`src/rtl/riscv_pkg.sv`:
```
// Shared RISC-V decode types: immediate format codes, base opcodes and the canonical NOP.
package riscv_pkg;

  typedef enum logic [2:0] {
    FMT_NONE = 3'd0,
    FMT_I    = 3'd1,
    FMT_S    = 3'd2,
    FMT_B    = 3'd3,
    FMT_U    = 3'd4,
    FMT_J    = 3'd5
  } imm_fmt_t;

  localparam logic [6:0] OPC_LOAD    = 7'b0000011;
  localparam logic [6:0] OPC_OPIMM   = 7'b0010011;
  localparam logic [6:0] OPC_OPIMM32 = 7'b0011011;
  localparam logic [6:0] OPC_JALR    = 7'b1100111;
  localparam logic [6:0] OPC_SYSTEM  = 7'b1110011;
  localparam logic [6:0] OPC_STORE   = 7'b0100011;
  localparam logic [6:0] OPC_BRANCH  = 7'b1100011;
  localparam logic [6:0] OPC_LUI     = 7'b0110111;
  localparam logic [6:0] OPC_AUIPC   = 7'b0010111;
  localparam logic [6:0] OPC_JAL     = 7'b1101111;

  localparam logic [31:0] NOP_INSTR = 32'h0000_0013;

endpackage

```
`src/rtl/imm_decode.sv`:
```
// Combinational immediate decoder: instruction word -> format code and XLEN sign-extended immediate.
module imm_decode
  import riscv_pkg::*;
#(
  parameter int XLEN = 64,
  parameter bit RV64 = 1'b1
) (
  input  logic [31:0]     instr,
  output imm_fmt_t        fmt,
  output logic [XLEN-1:0] imm
);

  logic signed [31:0] imm32;

  always_comb begin
    fmt   = FMT_NONE;
    imm32 = '0;
    case (instr[6:0])
      OPC_LOAD, OPC_OPIMM, OPC_JALR, OPC_SYSTEM: begin
        fmt   = FMT_I;
        imm32 = {{20{instr[31]}}, instr[31:20]};
      end
      OPC_OPIMM32: begin
        if (RV64) begin
          fmt   = FMT_I;
          imm32 = {{20{instr[31]}}, instr[31:20]};
        end
      end
      OPC_STORE: begin
        fmt   = FMT_S;
        imm32 = {{20{instr[31]}}, instr[31:25], instr[11:7]};
      end
      OPC_BRANCH: begin
        fmt   = FMT_B;
        imm32 = {{19{instr[31]}}, instr[31], instr[7], instr[30:25], instr[11:8], 1'b0};
      end
      OPC_LUI, OPC_AUIPC: begin
        fmt   = FMT_U;
        imm32 = {instr[31:12], 12'b0};
      end
      OPC_JAL: begin
        fmt   = FMT_J;
        imm32 = {{11{instr[31]}}, instr[31], instr[19:12], instr[20], instr[30:21], 1'b0};
      end
      default: ;
    endcase
    // Signed size cast widens from bit 31 on RV64 and is a no-op at XLEN=32.
    imm = XLEN'(imm32);
  end

endmodule

```
`src/rtl/imm_gen_pipe.sv`:
```
// Registered immediate-decode stage with a 2-entry FIFO buffer, valid/ready on both sides and flush.
module imm_gen_pipe
  import riscv_pkg::*;
#(
  parameter int XLEN = 64,
  parameter bit RV64 = 1'b1
) (
  input  logic            clk,
  input  logic            rst,
  input  logic            flush,
  input  logic            in_valid,
  output logic            in_ready,
  input  logic [31:0]     in_instr,
  output logic            out_valid,
  input  logic            out_ready,
  output logic [XLEN-1:0] out_imm,
  output imm_fmt_t        out_fmt,
  output logic [31:0]     out_instr
);

  imm_fmt_t        dec_fmt;
  logic [XLEN-1:0] dec_imm;

  imm_decode #(.XLEN(XLEN), .RV64(RV64)) u_dec (
    .instr (in_instr),
    .fmt   (dec_fmt),
    .imm   (dec_imm)
  );

  // Entry 0 is always the head; entry 1 only holds data when count is 2.
  logic [1:0]      count_q, count_d;
  logic [XLEN-1:0] imm_q   [2];
  logic [XLEN-1:0] imm_d   [2];
  imm_fmt_t        fmt_q   [2];
  imm_fmt_t        fmt_d   [2];
  logic [31:0]     instr_q [2];
  logic [31:0]     instr_d [2];
  logic            push, pop;

  assign in_ready  = (count_q != 2'd2) && !rst;
  assign out_valid = (count_q != 2'd0);
  assign out_imm   = imm_q[0];
  assign out_fmt   = fmt_q[0];
  assign out_instr = instr_q[0];

  assign push = in_valid && in_ready;
  assign pop  = out_valid && out_ready;

  always_comb begin
    count_d = count_q;
    imm_d   = imm_q;
    fmt_d   = fmt_q;
    instr_d = instr_q;
    if (flush) begin
      count_d = 2'd0;
    end else if (push && pop) begin
      // Only reachable at count 1: replace the head in place.
      imm_d[0]   = dec_imm;
      fmt_d[0]   = dec_fmt;
      instr_d[0] = in_instr;
    end else if (pop) begin
      imm_d[0]   = imm_q[1];
      fmt_d[0]   = fmt_q[1];
      instr_d[0] = instr_q[1];
      count_d    = count_q - 2'd1;
    end else if (push) begin
      if (count_q == 2'd0) begin
        imm_d[0]   = dec_imm;
        fmt_d[0]   = dec_fmt;
        instr_d[0] = in_instr;
      end else begin
        imm_d[1]   = dec_imm;
        fmt_d[1]   = dec_fmt;
        instr_d[1] = in_instr;
      end
      count_d = count_q + 2'd1;
    end
  end

  always_ff @(posedge clk) begin
    if (rst) begin
      count_q <= 2'd0;
      for (int i = 0; i < 2; i++) begin
        imm_q[i]   <= '0;
        fmt_q[i]   <= FMT_NONE;
        instr_q[i] <= NOP_INSTR;
      end
    end else begin
      count_q <= count_d;
      imm_q   <= imm_d;
      fmt_q   <= fmt_d;
      instr_q <= instr_d;
    end
  end

endmodule

```
`config.mk`:
```
export PLATFORM = sky130hd
export DESIGN_NAME = imm_gen_pipe
export DESIGN_NICKNAME = d
export VERILOG_FILES = /design/src/rtl/riscv_pkg.sv /design/src/rtl/imm_decode.sv /design/src/rtl/imm_gen_pipe.sv
export SDC_FILE = /design/constraint.sdc
export NUM_CORES = 1
export LEC_CHECK = 0
export CAP_MARGIN = 40
export CELL_PAD_IN_SITES_DETAIL_PLACEMENT = 1
export CELL_PAD_IN_SITES_GLOBAL_PLACEMENT = 2
export CORE_AREA = 5 5 156 158
export CTS_CLUSTER_SIZE = 25
export DETAILED_ROUTE_END_ITERATION = 8
export DIE_AREA = 0 0 161 163
export PLACE_DENSITY_LB_ADDON = 0.1
export SYNTH_ARGS = -nofsm -noshare
export SYNTH_HDL_FRONTEND = slang
export SYNTH_SLANG_ARGS = --single-unit
```
`constraint.sdc`:
```
create_clock -name clk -period 3 [get_ports clk]
set_clock_uncertainty 0.15 [all_clocks]
set_input_delay 0.3 -clock clk [delete_from_list [all_inputs] [get_ports clk]]
set_output_delay 0.3 -clock clk [all_outputs]
set_load 0.03 [all_outputs]
```
==> run metrics, run 1 <==
most area-consuming cells after synthesis dfxtp_1, buf_4, o21ai_0, a21oi_1, nand2_1; sequential cell area fraction in the yosys report 40.72%; count of TritonRoute iterations in the first routing pass 5; switching part of the total power 26.84%; net load switching power 0.001274 W; post-route insts no fill 1143; share of synthesized flip-flops with an asynchronous set or reset 0%; Cells after Synth 812; RSZ-0062 raised after global routing false; worst-case reg-to-reg path depth 9; CTS tree done; Slew Limit Fails 0; Setup CP Type register to register; Root Buffer clkbuf_16; Net Count, Synth 851; Hold-fix buffers, CTS 0; Detail Route Antenna Nets 0; Die X 161 um; first-pass GRT wire length 35470 um; Net count, final 879; post-synthesis xor/xnor area fraction 0.2620%; Tot GR Track Use 17.04%; clk sink count 136; Overflow after GRT 0; maximum level of the CTS H-tree 4; main combinational cell family by area after synthesis compound AO/OA/AOI/OAI gates; sequential fraction of design power 39.7%; startpoint kind of the worst setup timing path register; flip-flop and latch count after synthesis 136; library cell occupying the most area in the post-synthesis netlist dfxtp_1; simple logic cell fraction of the synthesized area 16.24%; class of the worst hold path input port to register; total detailed-routing wirelength 22220 um; worst hold-check slack 0.2971 ns; overall power of the completed layout 0.004747 W; fraction of final layout cells with drive strength greater than 1 10.79%; worst endpoint data arrival time 2.81 ns; final-layout fill cell count 2646; post-synthesis cell area 6686 um^2; DRC errors left 0; count of max-cap constraint violations 0; number of I/O port buffers 137; slew at the pin closest to its max-slew limit 0.8514 ns; unique cell type count in the Yosys netlist 60; initial standard-cell utilization of the core 29.09%; number of rows created at floorplan 56; top-level port count 138; Via density 5.187; maximum count of clock buffers along a single path 2; setup TNS 0 ns; CTS buffer count 17; Int Pwr 0.003473 W; post-synthesis compound-gate area fraction 25.95%; most used flip-flop cell after synthesis dfxtp_1; status finished clean; area enclosed by the die boundary 26240 um^2; final setup violation count 0; commonest cells after routing, fill and taps aside dfxtp_1, clkdlybuf4s50_1, nand2_1; Critical Path RT 3.19 ns; clock-pin slew on the worst setup and hold paths 0.06 ns; final weighted congestion in routability-driven placement 0.7798; placement-stage worst setup slack 0.1404 ns; adder and majority gate portion of the synthesized area 0.3743%; final critical delay including setup and external delays 2.617 ns; EDFF count, synth 0; antenna diode count 0; initial drt markers 298; leading cell type in the layout, fill and taps excluded dfxtp_1; detail-routed net length per standard cell 19.44 um; setup fix buffers added after clock tree synthesis 0; Floorplan Core Area 22980 um^2; Final WS setup 0.3832 ns; Synthesis Warnings 0; Die Y 163 um; capturing element type of the critical path register; post-route fraction of the period consumed by the critical path 87.23%; leakage power total 2.976 nW; Combinational Power Share 14.2%; number of vias in the routed layout 5929; crit-path max FO 7; largest net degree at the start of global routing 68; area added between synthesis and finish 24.08%; number of cells traversed by the worst hold path 4; relative slew slack 43.24%; portion of netlist area occupied by mux cells 0.1497%; Worst IR Drop VDD 0.3667 mV; antenna violations before repair 1; Final Hold Viols 0; Clock power frac 46.1%; mean instance size in the synthesized netlist 8.234 um^2; source-to-sink clock delay at the later pin of the worst-skew pair 0.42 ns; area of combinational cells with multiple inputs 2894 um^2; sequential cell area in the final layout 2723 um^2; number of cells after detailed placement 1111; cts repair resizes 0; f_max 382.1 MHz; estimated wirelength of the detail-placed design 15010 um; via count of the first global-routing pass 6154; fraction of synthesized cell area taken by the top area cell type 40.72%; power per cell area 572.2 nW/um^2
-- path summary, 6_finish.rpt --
check                                             start                      end  slack (ns)
worst max-delay path            count_q[1]$_SDFFE_PP0P_    imm_q[9]$_SDFFE_PP0P_        0.38
worst min-delay path                                rst  out_imm[0]$_SDFFE_PP0P_        0.30
worst max register to register  count_q[1]$_SDFFE_PP0P_    imm_q[9]$_SDFFE_PP0P_        0.38
worst min register to register   imm_q[31]$_SDFFE_PP0P_   imm_q[31]$_SDFFE_PP0P_        0.30
-- Yosys cell counts (2+ instances only) --
cell type	number
a21o_1	8
a32o_1	2
dfxtp_1	136
nor3_1	20
buf_2	15
a32oi_1	4
nor3b_1	2
inv_1	6
o21ai_0	80
buf_6	5
a211o_1	2
a21oi_1	75
nand2_1	95
nand2b_1	3
nor4_4	2
and2_1	15
a21oi_2	2
a22oi_1	11
nor2_1	73
buf_4	104
a211oi_1	23
nand3_1	7
a221oi_1	38
and3_1	2
a222oi_1	3
o21ai_1	5
ha_1	2
a31oi_1	3
nor3_2	2
clkbuf_1	37
-- through the flow --
step	util (%)	cell area, um^2
2_1_floorplan	-	6686
3_3_place_gp	33.36	7666
3_5_place_dp	33.41	7677
4_1_cts	36.10	8297
5_1_grt	36.10	8297
6_report	36.10	8297
-- metal layers --
metal | GRT usage [%] | wire [um] | share of wire (%) | vias to the layer above
met3 | 4.277 | 1036 | 4.7 | 20
met5 | 0 | 0 | 0 | -
met4 | 4.498 | 318 | 1.4 | 0
met1 | 22.16 | 10310 | 46 | 2937
li1 | - | - | - | 2829
met2 | 28.32 | 10550 | 47 | 143
-- power by group through the flow --
stage	clock (W)	combinational [W]	sequential [W]
2_1_floorplan	0	0.000453	0.00192
3_3_place_gp	0	0.000673	0.00192
3_5_place_dp	0	0.000681	0.00193
4_1_cts	0.00226	0.000684	0.00189
5_1_grt	0.00232	0.000721	0.00189
6_report	0.00219	0.000672	0.00189
-- flip-flops by register name, indices dropped and copies added, names as in the netlist --
signal     flops
count_q        2
fmt_q          3
imm_q         32
instr_q       32
out_fmt        3
out_imm       32
out_instr     32
-- cell families after synthesis --
logic type / Yosys count
buffers and inverters: 171
adders and majority gates: 2
xor gates and xnor gates: 2
AOI/OAI and AO/OA: 268
muxes: 1
DFF: 136
and+or+nand+nor: 232
-- final cells by class --
cell class / count / area share [%]
Clock buffer: 23 / 6.123
Clock inverter: 9 / 1.342
Inverter: 8 / 0.3619
Multi-Input combinational cell: 505 / 34.88
Sequential cell: 136 / 32.82
Tap cell: 290 / 4.373
Timing Repair Buffer: 172 / 20.10
-- worst max-delay path, stage by stage (launching register included) --
cell and delay [ns]:
dfxtp_1 0.49, nand2b_1 0.17, and2_1 0.19, ha_1 0.21, buf_4 0.17, nor2_1 0.08
nand4b_1 0.22, a211oi_2 0.58, a22oi_1 0.14, nor2_1 0.12
No activity file was read; power rests on OpenSTA's default activity.
==> inputs of run 2 (changes only) <==
--- a/config.mk
+++ b/config.mk
@@ -13,6 +13,7 @@
 export DETAILED_ROUTE_END_ITERATION = 8
 export DIE_AREA = 0 0 161 163
 export PLACE_DENSITY_LB_ADDON = 0.1
+export SLEW_MARGIN = 10
 export SYNTH_ARGS = -nofsm -noshare
 export SYNTH_HDL_FRONTEND = slang
 export SYNTH_SLANG_ARGS = --single-unit
==> results of run 2 <==
Final layout, timing and power as in run 1 (identical DEF).
